==> src/rtl/systolic_pkg.sv <==
// Shared constants and types for the systolic array operand feeder.
//   N         : array dimension (rows = cols)
//   DW        : operand element width
//   DRAIN_CYC : default zero-fill cycles after the last operand (must be >= N)
//   FEED_LEN  : number of skewed operand cycles (2N-1)
//   LW/AW     : row/col index width and flat element address width
package systolic_pkg;
    localparam int N         = 4;
    localparam int DW        = 8;
    localparam int DRAIN_CYC = 4;
    localparam int FEED_LEN  = 2 * N - 1;
    localparam int LW        = $clog2(N);
    localparam int AW        = 2 * LW;
    // Flat address = row*N + col, so the row lives in the upper LW bits.
    localparam int ROW_LSB   = LW;

    typedef enum logic [2:0] {
        ST_IDLE,
        ST_CLR,
        ST_FEED,
        ST_DRAIN,
        ST_FIN
    } state_e;

    // Counter only ever reaches max(FEED_LEN, drain) - 1.
    function automatic int cnt_width(int drain);
        int m;
        m = (FEED_LEN > drain) ? FEED_LEN : drain;
        return (m > 2) ? $clog2(m) : 1;
    endfunction
endpackage

==> src/rtl/systolic_feeder_if.sv <==
// Operand load / control / operand output bundle of the feeder.
//   master : operand writer and sequencer (testbench or host)
//   slave  : the feeder itself
interface systolic_feeder_if;
    logic                            wr_en;
    logic                            wr_sel;
    logic [systolic_pkg::AW-1:0]     wr_addr;
    logic [systolic_pkg::DW-1:0]     wr_data;
    logic                            start;
    logic                            busy;
    logic                            done;
    logic                            arr_clr;
    logic [systolic_pkg::DW-1:0]     west0, west1, west2, west3;
    logic [systolic_pkg::DW-1:0]     north0, north1, north2, north3;

    modport master (
        output wr_en, wr_sel, wr_addr, wr_data, start,
        input  busy, done, arr_clr,
        input  west0, west1, west2, west3, north0, north1, north2, north3
    );

    modport slave (
        input  wr_en, wr_sel, wr_addr, wr_data, start,
        output busy, done, arr_clr,
        output west0, west1, west2, west3, north0, north1, north2, north3
    );
endinterface

==> src/rtl/systolic_feeder_skew_mux.sv <==
// Picks one element of a matrix row/column for the current feed step.
//   t_i    : feed step
//   vec_i  : the row (west lane) or column (north lane) of the matrix
//   elem_o : vec_i[t_i - IDX] when that index is in range, else 0
module skew_mux
    import systolic_pkg::*;
#(
    parameter int IDX = 0,
    parameter int CW  = 3
) (
    input  logic [CW-1:0]          t_i,
    input  logic [N-1:0][DW-1:0]   vec_i,
    output logic [DW-1:0]          elem_o
);
    always_comb begin
        elem_o = '0;
        for (int k = 0; k < N; k++) begin
            if (int'(t_i) == IDX + k) elem_o = vec_i[k];
        end
    end
endmodule

==> src/rtl/systolic_feeder.sv <==
// Operand feeder for the 4x4 output-stationary systolic array.
// Holds A and B in register files, and on start emits a clear pulse, a skewed
// 2N-1 cycle operand stream, DRAIN zero cycles and a one-cycle done.
//   clk, rst : clock, synchronous active-low reset
//   bus      : write port (wr_en/wr_sel/wr_addr/wr_data), start, busy, done,
//              arr_clr, west0..3 (row operands), north0..3 (column operands)
module systolic_feeder
    import systolic_pkg::*;
#(
    parameter int DRAIN = DRAIN_CYC
) (
    input  logic              clk,
    input  logic              rst,
    systolic_feeder_if.slave  bus
);
    localparam int CW = cnt_width(DRAIN);

    state_e                         st_q, st_d;
    logic [CW-1:0]                  cnt_q, cnt_d;
    logic [N-1:0][N-1:0][DW-1:0]    a_q, b_q;     // [row][col]
    logic [N-1:0][N-1:0][DW-1:0]    b_col;        // B transposed: [col][row]
    logic [N-1:0][DW-1:0]           w_mux, n_mux, w_q, n_q;
    logic                           clr_q, busy_q, done_q;

    always_comb begin
        st_d  = st_q;
        cnt_d = '0;
        case (st_q)
            ST_IDLE:  if (bus.start) st_d = ST_CLR;
            ST_CLR:   st_d = ST_FEED;
            ST_FEED:
                if (cnt_q == CW'(FEED_LEN - 1)) st_d = ST_DRAIN;
                else                            cnt_d = cnt_q + CW'(1);
            ST_DRAIN:
                if (cnt_q == CW'(DRAIN - 1)) st_d = ST_FIN;
                else                         cnt_d = cnt_q + CW'(1);
            ST_FIN:   st_d = ST_IDLE;
            default:  st_d = ST_IDLE;
        endcase
    end

    // Lanes look at the next-state step so the registered outputs line up
    // with the state they belong to.
    for (genvar g = 0; g < N; g++) begin : g_lane
        for (genvar r = 0; r < N; r++) begin : g_tr
            assign b_col[g][r] = b_q[r][g];
        end
        skew_mux #(.IDX(g), .CW(CW)) u_west (
            .t_i(cnt_d), .vec_i(a_q[g]), .elem_o(w_mux[g])
        );
        skew_mux #(.IDX(g), .CW(CW)) u_north (
            .t_i(cnt_d), .vec_i(b_col[g]), .elem_o(n_mux[g])
        );
    end

    always_ff @(posedge clk) begin
        if (!rst) begin
            st_q   <= ST_IDLE;
            cnt_q  <= '0;
            a_q    <= '0;
            b_q    <= '0;
            w_q    <= '0;
            n_q    <= '0;
            clr_q  <= 1'b0;
            busy_q <= 1'b0;
            done_q <= 1'b0;
        end else begin
            st_q  <= st_d;
            cnt_q <= cnt_d;
            // Writes only land in IDLE so the files are frozen during a feed.
            if (st_q == ST_IDLE && bus.wr_en) begin
                if (bus.wr_sel)
                    b_q[bus.wr_addr[AW-1:ROW_LSB]][bus.wr_addr[ROW_LSB-1:0]] <= bus.wr_data;
                else
                    a_q[bus.wr_addr[AW-1:ROW_LSB]][bus.wr_addr[ROW_LSB-1:0]] <= bus.wr_data;
            end
            clr_q  <= (st_d == ST_CLR);
            busy_q <= (st_d == ST_CLR) || (st_d == ST_FEED) || (st_d == ST_DRAIN);
            done_q <= (st_d == ST_FIN);
            w_q    <= (st_d == ST_FEED) ? w_mux : '0;
            n_q    <= (st_d == ST_FEED) ? n_mux : '0;
        end
    end

    assign bus.arr_clr = clr_q;
    assign bus.busy    = busy_q;
    assign bus.done    = done_q;
    assign bus.west0   = w_q[0];
    assign bus.west1   = w_q[1];
    assign bus.west2   = w_q[2];
    assign bus.west3   = w_q[3];
    assign bus.north0  = n_q[0];
    assign bus.north1  = n_q[1];
    assign bus.north2  = n_q[2];
    assign bus.north3  = n_q[3];
endmodule

==> src/flat_wrapper.sv <==
// flat-port wrapper written by rule: the top's interface ports become plain ports
module systolic_feeder_flat import systolic_pkg::*;
#(
    parameter int DRAIN = DRAIN_CYC
)
  (clk, rst, bus_wr_en, bus_wr_sel, bus_wr_addr, bus_wr_data, bus_start, bus_busy, bus_done, bus_arr_clr, bus_west0, bus_west1, bus_west2, bus_west3, bus_north0, bus_north1, bus_north2, bus_north3);
  systolic_feeder_if bus_i ();
  input  logic clk;
  input  logic rst;
  input wire logic [$bits(bus_i.wr_en)-1:0] bus_wr_en;
  input wire logic [$bits(bus_i.wr_sel)-1:0] bus_wr_sel;
  input wire logic [$bits(bus_i.wr_addr)-1:0] bus_wr_addr;
  input wire logic [$bits(bus_i.wr_data)-1:0] bus_wr_data;
  input wire logic [$bits(bus_i.start)-1:0] bus_start;
  output wire logic [$bits(bus_i.busy)-1:0] bus_busy;
  output wire logic [$bits(bus_i.done)-1:0] bus_done;
  output wire logic [$bits(bus_i.arr_clr)-1:0] bus_arr_clr;
  output wire logic [$bits(bus_i.west0)-1:0] bus_west0;
  output wire logic [$bits(bus_i.west1)-1:0] bus_west1;
  output wire logic [$bits(bus_i.west2)-1:0] bus_west2;
  output wire logic [$bits(bus_i.west3)-1:0] bus_west3;
  output wire logic [$bits(bus_i.north0)-1:0] bus_north0;
  output wire logic [$bits(bus_i.north1)-1:0] bus_north1;
  output wire logic [$bits(bus_i.north2)-1:0] bus_north2;
  output wire logic [$bits(bus_i.north3)-1:0] bus_north3;
  assign bus_i.wr_en = bus_wr_en;
  assign bus_i.wr_sel = bus_wr_sel;
  assign bus_i.wr_addr = bus_wr_addr;
  assign bus_i.wr_data = bus_wr_data;
  assign bus_i.start = bus_start;
  assign bus_busy = bus_i.busy;
  assign bus_done = bus_i.done;
  assign bus_arr_clr = bus_i.arr_clr;
  assign bus_west0 = bus_i.west0;
  assign bus_west1 = bus_i.west1;
  assign bus_west2 = bus_i.west2;
  assign bus_west3 = bus_i.west3;
  assign bus_north0 = bus_i.north0;
  assign bus_north1 = bus_i.north1;
  assign bus_north2 = bus_i.north2;
  assign bus_north3 = bus_i.north3;
  systolic_feeder #(.DRAIN(DRAIN)) u_core (.clk(clk), .rst(rst), .bus(bus_i));
endmodule
==> config.mk <==
export PLATFORM = sky130hd
export DESIGN_NAME = systolic_feeder_flat
export DESIGN_NICKNAME = d
export VERILOG_FILES = /design/src/rtl/systolic_pkg.sv /design/src/rtl/systolic_feeder_if.sv /design/src/rtl/systolic_feeder_skew_mux.sv /design/src/rtl/systolic_feeder.sv /design/src/flat_wrapper.sv
export SDC_FILE = /design/constraint.sdc
export NUM_CORES = 1
export LEC_CHECK = 0
export CAP_MARGIN = 15
export CORE_ASPECT_RATIO = 0.9
export CORE_MARGIN = 2
export CORE_UTILIZATION = 37
export DETAILED_ROUTE_END_ITERATION = 6
export DONT_BUFFER_PORTS = 1
export MAX_ROUTING_LAYER = met4
export PLACE_DENSITY = 0.58
export SLEW_MARGIN = 5
export SYNTH_ARGS = -nofsm -noshare
export SYNTH_HDL_FRONTEND = slang
export SYNTH_HIERARCHICAL = 1
export SYNTH_SLANG_ARGS = --single-unit
==> constraint.sdc <==
create_clock -name clk -period 3.1 [get_ports clk]
set_input_delay 0.62 -clock clk [delete_from_list [all_inputs] [get_ports clk]]
set_output_delay 0.62 -clock clk [all_outputs]
set_load 0.01 [all_outputs]
# After elaboration in Yosys (flattened, before gate mapping)

Index checks and enable logic that the tools add are counted.

Magnitude comparators: 4
Equal/unequal tests: 15
Bitwise operators: 1
Multiplexer cells: 45
Reductions and logical operators: 10
$add $sub $neg: 1

Operators with widths:

| kind                  | number |
|---|---|
| $mux W8               | 33 |
| $bwmux W128           | 2 |
| $demux W32 S2         | 1 |
| $mux W32              | 1 |
| $eq A3 B2 Y1 const B  | 7 |
| $eq A3 B3 Y1 const B  | 6 |
| $demux W8 S2          | 1 |
| $mux W3               | 5 |
| $pmux W3 S4           | 1 |
| $eq A3 B1 Y1 const B  | 2 |
| $logic_not A3 Y1      | 2 |
| $lt A2 B3 Y1 const B  | 2 |
| $pmux W3 S2           | 1 |
| $reduce_and A2 Y1     | 3 |
| $ge A2 B1 Y1 const B  | 2 |
| $add A3 B1 Y3 const B | 1 |
| $logic_and A1 B1 Y1   | 3 |
| $logic_or A1 B1 Y1    | 2 |
| $not A1 Y1            | 1 |

Word-level logic and storage cells: 121
Register bits after elaboration: 329
Bits of input ports: 17

# Longest topological paths before layout

Depth in word-level cells: 8
Gate-level depth with buffers: 10

# Modules after synthesis

The synthesis kept the hierarchy.

Modules (own cells, without submodules):

| module                                  | instances | seq. area each (um^2) | cells an instance | area an instance (um^2) |
|---|---|---|---|---|
| systolic_feeder                         | 1         | 6586.3                | 1085              | 11792.6 |
| skew_mux (u_core.g_lane[0].u_north ...) | 4         | 0.0                   | 30                | 261.5 |
| skew_mux (u_core.g_lane[3].u_north ...) | 2         | 0.0                   | 40                | 387.9 |
| skew_mux (u_core.g_lane[1].u_north ...) | 2         | 0.0                   | 38                | 314.1 |

# Worst setup path after synthesis

No wires, ideal clock.

Path kind: reg2reg
Start: reg u_core.cnt_q[0]
End: reg u_core.n_q, in the netlist u_core/bus.north1[5]
Setup slack: -0.141 ns
Data required time: 2.966 ns
Arrival time: 3.107 ns
Library setup time: 0.134 ns
Stages on the path, launching flop included: 9
Buffers on the path: 1
Cell sequence: dfxtp_1 ha_1 ha_1 a211o_1 a21oi_1 buf_2 nand4bb_2 o221ai_1 nor4b_1

RTL lines:

| what                   | RTL line              | source |
|---|---|---|
| start, declared        | systolic_feeder.sv:19 | `logic [CW-1:0] cnt_q, cnt_d;` |
| start signal, assigned | systolic_feeder.sv:69 | `cnt_q <= cnt_d;` |
| end signal, assigned   | systolic_feeder.sv:81 | `n_q <= (st_d == ST_FEED) ? n_mux : '0;` |
| end, declared          | systolic_feeder.sv:22 | `logic [N-1:0][DW-1:0] w_mux, n_mux, w_q, n_q;` |

==> results.yml <==
clock_tree:
  cts_buffer_depth: 3
  clkTransAtPathRegs_ps: 60
  cts_hold_buf: 0
  numCtsBuffers: 37
  tritoncts: "yes"
  cts_max_level: 2
  root_buffer: "clkbuf_16"
  cts_sinks: 329
  insertion_delay_ps: 530
timing:
  tns_ps: 0
  timing.hold.ws_ps: 211.3
  hold_viol_final: 0
  tightest_slew_ps: 797.5
  slew_violations: 0
  finalSetupViolations: 0
  finalCriticalPeriod_ps: 2958
  slew_headroom_pct: 46.43
  period_share_pct: 95.43
  clock_skew_ps: 16.77
  fmax_ghz: 0.3380
die:
  rows: 68
  start_util_pct: 37.37
  core_sq_um: 38120
  dieArea_sq_um: 40080
  die_h_microns: 190.1
  die_w_microns: 210.8
  num_io_pins: 84
critical_path:
  setup.worst_path.end_class: "flop"
  reg2reg_from: "u_core/cnt_q[0]"
  reg2reg_setup_slack_ps: 140
  r2r_cells: 9
  cp_data_arrival_time_ps: 3340
  cp_num_buf_inv: 2
  worstReg2RegEnd: "u_core/bus.north1[4]"
  critPathLaunchType: "flop"
  path_max_fanout: 32
  slowest_stage: "dfxtp_1"
  cp.required_ps: 3480
  worstSetupPathType: "reg2reg"
  crit_chain: "inv_1 -> ha_1 -> and3b_1 -> a211o_1 -> nor2_4 -> buf_12 -> or4bb_1 -> o221ai_1 -> nor4b_1"
  cpLargestDelayFamily: "simple AND/OR/NAND/NOR gates"
  cp_slowest_stage_delay_ps: 420
hold_path:
  hp-start: "bus_start"
  min_path_type: "in2reg"
  min_to: "u_core/bus.arr_clr"
  holdPathStages: 2
placement:
  dpl-instance-area_sq_um: 14580
  dpl.hpwl_microns: 22100
  gp_congestion: 0.7542
  portBuffers: 0
cells_and_area:
  drive_above_1_share_pct: 11.08
  post-route-cell-area_sq_um: 15860
  syn2layout_area_growth_pct: 11.33
  layout.area.seq_sq_um: 6586
  multiInputGateArea_sq_um: 6977
  fillerInstances: 3654
  n_antenna_cell: 0
  design.final.nets: 1339
synth:
  synth_area_sq_um: 14240
  async_reset_ff_share_pct: 0
  seq_area_frac_synth_pct: 46.24
  ys_types: 43
  ys_seq_elements: 329
  avgSynthCellArea_sq_um: 10.46
  synth-edff-count: 0
  syn_inst: 1361
  synth_fp_nets: 1382
  yosys_warnings: 6
  synth_ff_type: "dfxtp_1"
drt:
  antenna_left: 0
  first_pass_iters: 5
  dr_total_vias: 9748
  first_iter_violations: 580
  drt-total-wl_microns: 36370
  post_drt_via_cell_ratio: 5.312
  drc: 0
  wl_per_cell_microns: 19.82
power_and_ir_drop:
  ir_drop_mv: 0.4014
  p_per_area_nw_per_um2: 578.5
  leakagePower_nw: 5.853
grt:
  grt_usage_pct: 18.87
  grt_pass1_vias: 9751
  overflow: 0
  grt_max_degree: 269
  grt_pass1_wl_microns: 58020
  antenna_found_initial: 0
job:
  drv_cap: 0
status:
  status: "complete, no violations"
-- report_power, final --
group	leakage (nW)	switching (W)	internal (W)
combinational	2.57	0.000304	0.000124
clock	0.630	0.00175	0.00273
sequential	2.65	0.0000154	0.00425
-- cells by family (layout without fill, tap and decap cells) --
family	count (synthesis)	after routing	share of synthesized area (%)
adders and majority gates	4	4	0.3514
and+or+nand+nor	478	478	19.17
DFF	329	329	46.24
muxes	352	352	24.74
buffers and inverters	128	112	5.104
AOI/OAI and AO/OA	70	70	4.393
-- repair_timing --
action                     4_1_cts  5_1_grt
setup buffers                    0        2
resized for setup                0        0
setup endpoints to repair        0        1
-- synthesized netlist by cell type (6+ instances only) --
| master | count | area, sq um |
|---|---|---|
| mux2i_1 | 352 | 3523 |
| dfxtp_1 | 329 | 6586 |
| nand2_1 | 300 | 1126 |
| clkbuf_1 | 77 | 289.0 |
| nor4b_1 | 64 | 560.5 |
| o22ai_1 | 32 | 200.2 |
| buf_6 | 16 | 180.2 |
| nand4b_1 | 16 | 140.1 |
| o221ai_1 | 16 | 140.1 |
| o221ai_2 | 16 | 240.2 |
| nand2b_1 | 14 | 87.58 |
| nand3_1 | 13 | 65.06 |
| buf_2 | 12 | 60.06 |
| or4bb_1 | 12 | 135.1 |
| buf_1 | 9 | 33.78 |
| nor3_4 | 9 | 146.4 |
| nor3b_1 | 6 | 45.04 |
| nor4_4 | 6 | 127.6 |
-- cell usage in the layout, fill, tap and decap left out, types with 3 or more instances in the layout --
| cell | synthesis | final |
|---|---|---|
| or4bb_1 | 12 | 12 |
| or2_1 | 4 | 4 |
| nor4b_1 | 64 | 64 |
| clkbuf_16 | 0 | 37 |
| buf_4 | 2 | 33 |
| nor3b_1 | 6 | 5 |
| nand4_1 | 5 | 5 |
| nor2_1 | 5 | 3 |
| nor4_4 | 6 | 6 |
| nand4b_1 | 16 | 16 |
| nand2b_1 | 14 | 14 |
| buf_12 | 5 | 8 |
| mux2i_1 | 352 | 352 |
| o221ai_1 | 16 | 16 |
| o221ai_2 | 16 | 16 |
| clkinv_2 | 0 | 8 |
| or4_1 | 3 | 3 |
| nand3_1 | 13 | 12 |
| inv_1 | 5 | 5 |
| ha_1 | 4 | 4 |
| clkbuf_8 | 0 | 12 |
| o22ai_1 | 32 | 32 |
| dfxtp_1 | 329 | 329 |
| nor2b_1 | 5 | 5 |
| clkbuf_1 | 77 | 4 |
| nor3_4 | 9 | 9 |
| nand2_1 | 300 | 300 |
| bufinv_16 | 0 | 3 |
-- area by class of cell --
cell class | count | share of cell area, %
sequential | 329 | 41.54
clock inverter | 13 | 0.9311
inverter | 5 | 0.1184
clock buffer | 53 | 6.975
timing repair buffer | 41 | 2.572
multi-input combinational | 904 | 44.00
tap | 490 | 3.866
-- registers in the layout (all words and copies together) (netlist names), 3 cells and up --
| signal | flops |
|---|---|
| u_core/bus.north3 | 8 |
| u_core/st_q | 3 |
| u_core/bus.west3 | 8 |
| u_core/bus.west1 | 8 |
| u_core/bus.north1 | 8 |
| u_core/b_col | 128 |
| u_core/bus.west2 | 8 |
| u_core/a_q | 128 |
| u_core/bus.north2 | 8 |
| u_core/bus.west0 | 8 |
| u_core/bus.north0 | 8 |
| u_core/cnt_q | 3 |
-- how the worst max path moves through the flow --
stage / startpoint / end / slack (ps) / cells past startpoint
floorplan: u_core/cnt_q[0] / u_core/bus.west2[7] / 350 / 9
global placement: u_core/cnt_q[0] / u_core/bus.north1[4] / 200 / 9
detailed placement: u_core/cnt_q[0] / u_core/bus.north1[4] / 220 / 9
CTS: u_core/cnt_q[0] / u_core/bus.north1[4] / 170 / 9
global route: u_core/cnt_q[0] / u_core/bus.north1[4] / -8 / 9
finish: u_core/cnt_q[0] / u_core/bus.north1[4] / 140 / 9
-- per-layer routing --
metal  track usage [%]  routed length (microns)
met1             26.45                    18210
met2             28.17                    15750
met3             3.632                     1840
met4             4.117                      568
met5                 -                        0
-- metrics by stage --
step	util [%]	instances	total power, W	setup slack (ps)
after detailed placement	38.24	1767	0.004784	219.0
after global routing	41.60	1835	0.009505	-8.069
final	41.60	1835	0.009174	141.7
after CTS	41.53	1833	0.009273	166.7
after floorplan	-	1361	0.004725	349.2
after global placement	38.24	1767	0.004778	201.5
No activity file was read; power rests on OpenSTA's default activity.
